--- config.mk ---
export PLATFORM = sky130hd
export DESIGN_NAME = vacc_stream
export DESIGN_NICKNAME = d
export VERILOG_FILES = /design/src/rtl/vacc_stream.sv
export SDC_FILE = /design/constraint.sdc
export NUM_CORES = 1
export LEC_CHECK = 0
export ABC_AREA = 1
export CAP_MARGIN = 0
export CELL_PAD_IN_SITES_DETAIL_PLACEMENT = 0
export CELL_PAD_IN_SITES_GLOBAL_PLACEMENT = 1
export CORE_UTILIZATION = 31
export CTS_CLUSTER_DIAMETER = 120
export DETAILED_ROUTE_END_ITERATION = 10
export GPL_TIMING_DRIVEN = 1
export PLACE_DENSITY = 0.8
export SLEW_MARGIN = 10
export SYNTH_ARGS = -nofsm -noshare
export SYNTH_HDL_FRONTEND = slang
export SYNTH_SLANG_ARGS = --single-unit
--- constraint.sdc ---
create_clock -name clk -period 1.6 [get_ports clk]
set_input_delay 0.32 -clock clk [delete_from_list [all_inputs] [get_ports clk]]
set_output_delay 0.32 -clock clk [all_outputs]
set_load 0.02 [all_outputs]
--- src/rtl/vacc_stream.sv ---
// Lane-wise streaming accumulator: sums packed vector beats per lane (wrapping, no
// inter-lane carry) over a frame and holds the frame sum on a valid/ready output.
module vacc_stream #(
  parameter int LANE_W = 4,
  parameter int DATA_W = 8,
  parameter int BEATS  = 4,
  parameter int CNT_W  = 3
) (
  input  logic              clk,
  input  logic              rst,
  input  logic              in_valid,
  output logic              in_ready,
  input  logic [DATA_W-1:0] in_data,
  input  logic              in_last,
  output logic              out_valid,
  input  logic              out_ready,
  output logic [DATA_W-1:0] out_data,
  output logic [CNT_W-1:0]  out_count
);

  localparam int LANES = DATA_W / LANE_W;

  typedef enum logic {ACC, DONE} state_t;

  state_t            state, state_nxt;
  logic [DATA_W-1:0] acc;
  logic [CNT_W-1:0]  cnt;
  logic [CNT_W-1:0]  cnt_inc;
  logic              accept;
  logic              close;

  // Each lane wraps on its own; the carry out of a lane is dropped.
  function automatic logic [DATA_W-1:0] lane_add(input logic [DATA_W-1:0] a,
                                                 input logic [DATA_W-1:0] b);
    logic [DATA_W-1:0]        s;
    logic signed [LANE_W-1:0] la;
    logic signed [LANE_W-1:0] lb;
    s = '0;
    for (int i = 0; i < LANES; i++) begin
      la = a[i*LANE_W +: LANE_W];
      lb = b[i*LANE_W +: LANE_W];
      s[i*LANE_W +: LANE_W] = la + lb;
    end
    return s;
  endfunction

  assign accept  = in_valid & in_ready;
  assign cnt_inc = cnt + CNT_W'(1);
  assign close   = accept & (in_last | (cnt_inc == CNT_W'(BEATS)));

  always_ff @(posedge clk) begin
    if (rst) state <= ACC;
    else     state <= state_nxt;
  end

  always_comb begin
    state_nxt = state;
    in_ready  = 1'b0;
    out_valid = 1'b0;
    case (state)
      ACC: begin
        in_ready = ~rst;
        if (close) state_nxt = DONE;
      end
      DONE: begin
        out_valid = 1'b1;
        if (out_ready) state_nxt = ACC;
      end
      default: state_nxt = ACC;
    endcase
  end

  // Accumulator is cleared on the output handshake so the next frame starts from zero.
  always_ff @(posedge clk) begin
    if (rst || (state == DONE && out_ready)) begin
      acc <= '0;
      cnt <= '0;
    end else if (accept) begin
      acc <= lane_add(acc, in_data);
      cnt <= cnt_inc;
    end
  end

  assign out_data  = out_valid ? acc : '0;
  assign out_count = out_valid ? cnt : '0;

endmodule

# Word level (Yosys, flattened, before mapping)
# Index checks and enable logic that the tools add are counted.
[totals] regBits=12 in_bits=13 out_inout_bits=13 elab_cells=21
[classes] addsub=3 eq_ne=1 mux=7 n_bitwise=5 n_reduce_logical=2
[ops] operator="4-bit adder" n=2
[ops] operator="8-bit 2-to-1 mux" n=1
[ops] operator="1-bit 2-to-1 mux" n=4
[ops] operator="3-bit by 1-bit adder with 3-bit output (second input constant)" n=1
[ops] operator="3-bit equality test (second input constant)" n=1
[ops] operator="3-bit 2-to-1 mux" n=1
[ops] operator="1-bit AND" n=2
[ops] operator="1-bit inverter" n=2
[ops] operator="1-bit case mux with 2 select lines" n=1
[ops] operator="1-bit logical AND" n=1
[ops] operator="1-bit logical OR" n=1
[ops] operator="1-bit bitwise OR" n=1

# Logic depth before layout (Yosys ltp)
[logic_depth] word_depth=6 ltp_mapped=8 mapped_depth_nobuf=8

# Worst setup path before layout
# Ideal clock, no wire load.
[synth_path] path_kind="reg-to-output" startpoint="reg state" endpoint="out out_count[0]" t_arrival_ns=1.035 required_ns=1.280 setup_slack_ns=0.245 stages_incl_launch_ff=4 path_buffers=1 path_cell_list="dfxtp_1 -> clkbuf_1 -> nand2_1 -> inv_1"
[synth_via] elab_chain_len=2
[synth_lines] item="from (decl)" line_no="25" source="state_t state, state_nxt;"
[synth_lines] item="from (signal assigned)" line_no="53" source="else state <= state_nxt;"
[synth_lines] item="1-bit 2-to-1 mux" line_no="60" source="case (state)"
[synth_lines] item="3-bit 2-to-1 mux" line_no="85" source="assign out_count = out_valid ? cnt : '0;"
[synth_lines] item="to (decl)" line_no="18" source="output logic [CNT_W-1:0] out_count"
# No other way between the ends.

# Worst setup path in the final report
[layout_path] startpoint="in rst" endpoint="out in_ready"
[layout_via] elab_chain_len=2
[layout_lines] item="from (decl)" line_no="10" source="input logic rst,"
[layout_lines] item="1-bit inverter" line_no="62" source="in_ready = ~rst;"
[layout_lines] item="1-bit 2-to-1 mux" line_no="60"
[layout_lines] item="to (decl)" line_no="12" source="output logic in_ready,"
# No other way between the ends.

==> impl_metrics.json <==
{
  "diodes": 0,
  "wl_um": 1720,
  "cp-end-kind": "output pin",
  "report.final.slew_viol_count": 0,
  "area_growth_pct": 44.1,
  "ys_ff_latch": 12,
  "required_ns": 1.28,
  "die_x_um": 54.2,
  "firstDrtPassIters": 1,
  "yosysWarningCount": 0,
  "synth_common_cells": "nand2_1 (39), inv_1 (29), dfxtp_1 (12)",
  "drv_cap": 0,
  "viasPerCell": 4.28,
  "synth_nets": 147,
  "gp_congestion": 0.701,
  "period_share_pct": 95.6,
  "setup_viol": 0,
  "crit_fanout": 2,
  "fin_crit_ns": 1.53,
  "status": "finished clean",
  "synth_top_area_share_pct": 28.5,
  "fin_cells": 191,
  "synth_cell_type_count": 19,
  "start_util_pct": 33.4,
  "core-area_um2": 2520,
  "hold_depth": 2,
  "rows": 18,
  "r2r_slack_ns": 0.23,
  "synth_cells": 124,
  "h-tree-depth": 1,
  "io_pins": 26,
  "hold_violations": 0,
  "cts_setup_buffers": 0,
  "fin_area_um2": 1210,
  "die-area_um2": 2930,
  "reg2reg_depth": 6,
  "gr-usage-all-layers_pct": 13.6,
  "final_core_util_pct": 48.2,
  "fmax_mhz": 654,
  "async_reset_ff_share_pct": 0,
  "cts_tree": "done",
  "drc": 0,
  "hold_path_class": "reg -> reg",
  "yosysSeqAreaShare_pct": 28.5,
  "antenna_found_initial": 0,
  "netlist_top_cells_area": "dfxtp_1 (28%), nand2_1 (17%), inv_1 (13%)",
  "clock_path_buffers": 2,
  "synth_area_um2": 843,
  "root_buffer": "clkbuf_4",
  "clock_skew_ns": 0.00447,
  "drive_above_1_share_pct": 12.4,
  "dp_hpwl_um": 1380,
  "leakage_nw": 0.706,
  "hold_path_end": "acc[0]$_SDFFE_PP0P_",
  "r2r_start": "acc[0]$_SDFFE_PP0P_",
  "fin_nets": 185,
  "syn_area_per_cell_um2": 6.80,
  "synth_edf_count": 0,
  "num_vias": 818,
  "clk_latency_ns": 0.27,
  "grt-ovfl-total": 0,
  "layout.area.seq_um2": 240,
  "worstMarginPinSlew_ns": 0.218,
  "fillCellCount": 275,
  "path_clk_slew_ns": 0.08,
  "first_global_vias": 712,
  "synthFlopType": "dfxtp_1",
  "multi_input_area_um2": 474,
  "place_area_um2": 1190,
  "grt_max_degree": 15,
  "min_from": "acc[0]$_SDFFE_PP0P_",
  "drt_iter0_markers": 0,
  "crit_arrival_ns": 1.21,
  "synth_area_leader_cell": "dfxtp_1",
  "peakVddDrop_v": 0.000847,
  "rsz0062_at_grt": "false",
  "whs_ns": 0.480,
  "relSlewSlack_pct": 85.5,
  "yosysMostFrequentCell": "nand2_1",
  "die_h_um": 54.2,
  "dp.cells": 187,
  "power.density_cell_area_nw_per_um2": 700,
  "worstSetupPathType": "in -> out",
  "grt_pass1_wl_um": 2820,
  "clock_sinks": 12,
  "wl_per_cell_um": 9.01,
  "ant_nets": 0,
  "cts_made_buffers": 3,
  "rr_endpoint": "acc[2]$_SDFFE_PP0P_",
  "worstSetupStartpointType": "input port",
  "numPortBuffers": 25
}
## how the worst max path moves through the flow
stage / startpoint / to / slack (ns) / cells past startpoint
final: rst / in_ready / 0.07 / 3
after global routing: state$_SDFF_PP0_ / out_count[2] / 0.002 / 4
after CTS: state$_SDFF_PP0_ / out_count[1] / 0.05 / 4
after detailed placement: in_data[0] / acc[2]$_SDFFE_PP0P_ / -0.21 / 7
after global placement: rst / in_ready / -0.20 / 3
after floorplan: state$_SDFF_PP0_ / out_count[0] / 0.24 / 3
## metal layers
metal	vias up	part of all wire, %	global-route usage [%]
li1	445	-	-
met3	2	6.5	5.08
met2	20	46	23.8
met1	351	47	15.2
met5	-	0	0
met4	0	0.46	3.85
## repair_timing
action                                  CTS  global route
pin swaps                                 0             0
resized for setup                        13             3
hold buffers                              0             0
endpoints found under the setup margin   13             3
endpoints found under the hold margin     0             0
## cell type report
class	instances	area share, %
flip-flops and latches	12	19.8
repair buffers	35	25.7
multi-input cells	80	39.0
well taps	30	3.09
clock buffers	4	2.99
inverters	30	9.37
## placed cells by master (no fill, tap or decap)
master           Yosys  final
a21oi_1             10     10
a21oi_2              1      1
buf_4                0     10
clkbuf_4             0      3
clkbuf_8             0      1
clkdlybuf4s15_1      0      3
clkdlybuf4s50_1      0     12
clkinv_2             1      1
dfxtp_1             12     12
dlygate4sd2_1        0     10
fa_1                 2      2
ha_1                 8      8
inv_1               29     29
nand2_1             39     39
nand2_4              1      1
nand3_1              5      5
nor2_1               3      3
nor2_4               1      1
o21ai_0              3      3
o21bai_1             1      1
or2_2                2      2
xnor2_1              3      3
xor2_1               1      1
## report_power, final
| part | internal [W] | switching [W] | total, W | leakage (nW) |
|---|---|---|---|---|
| Sequential | 0.000329 | 0.0000259 | 0.000355 | 0.0987 |
| Clock | 0.000138 | 0.000104 | 0.000242 | 0.0210 |
| Combinational | 0.000129 | 0.000124 | 0.000253 | 0.587 |
| Total | 0.000596 | 0.000254 | 0.000851 | 0.706 |
## worst max-delay path: stages
cell	delay (ns)
clkdlybuf4s50_1	0.46
nor2_4	0.10
dlygate4sd2_1	0.33
## logic make-up (layout without fill, tap and decap cells)
logic type,count (synthesis),in the layout,share of synthesized area [%]
AOI/OAI and AO/OA,15,15,9.64
and+or+nand+nor,51,51,25.8
DFF,12,12,28.5
xor gates and xnor gates,4,4,4.16
buffers and inverters,32,69,15.3
adders and majority gates,10,10,16.6
## sequential cells by signal, summed over array words and instances, names as in the netlist
name   flops
cnt        3
state      1
acc        8
## per-stage QoR
step | TNS (ns) | power (W) | setup WS [ns]
final | 0 | 0.000851 | 0.0701
after global routing | 0 | 0.000917 | 0.00155
after detailed placement | -1.00 | 0.000624 | -0.213
after global placement | -0.824 | 0.000618 | -0.196
after CTS | 0 | 0.000864 | 0.0533
after floorplan | 0 | 0.000514 | 0.245
(Power assumes the default switching activity.)
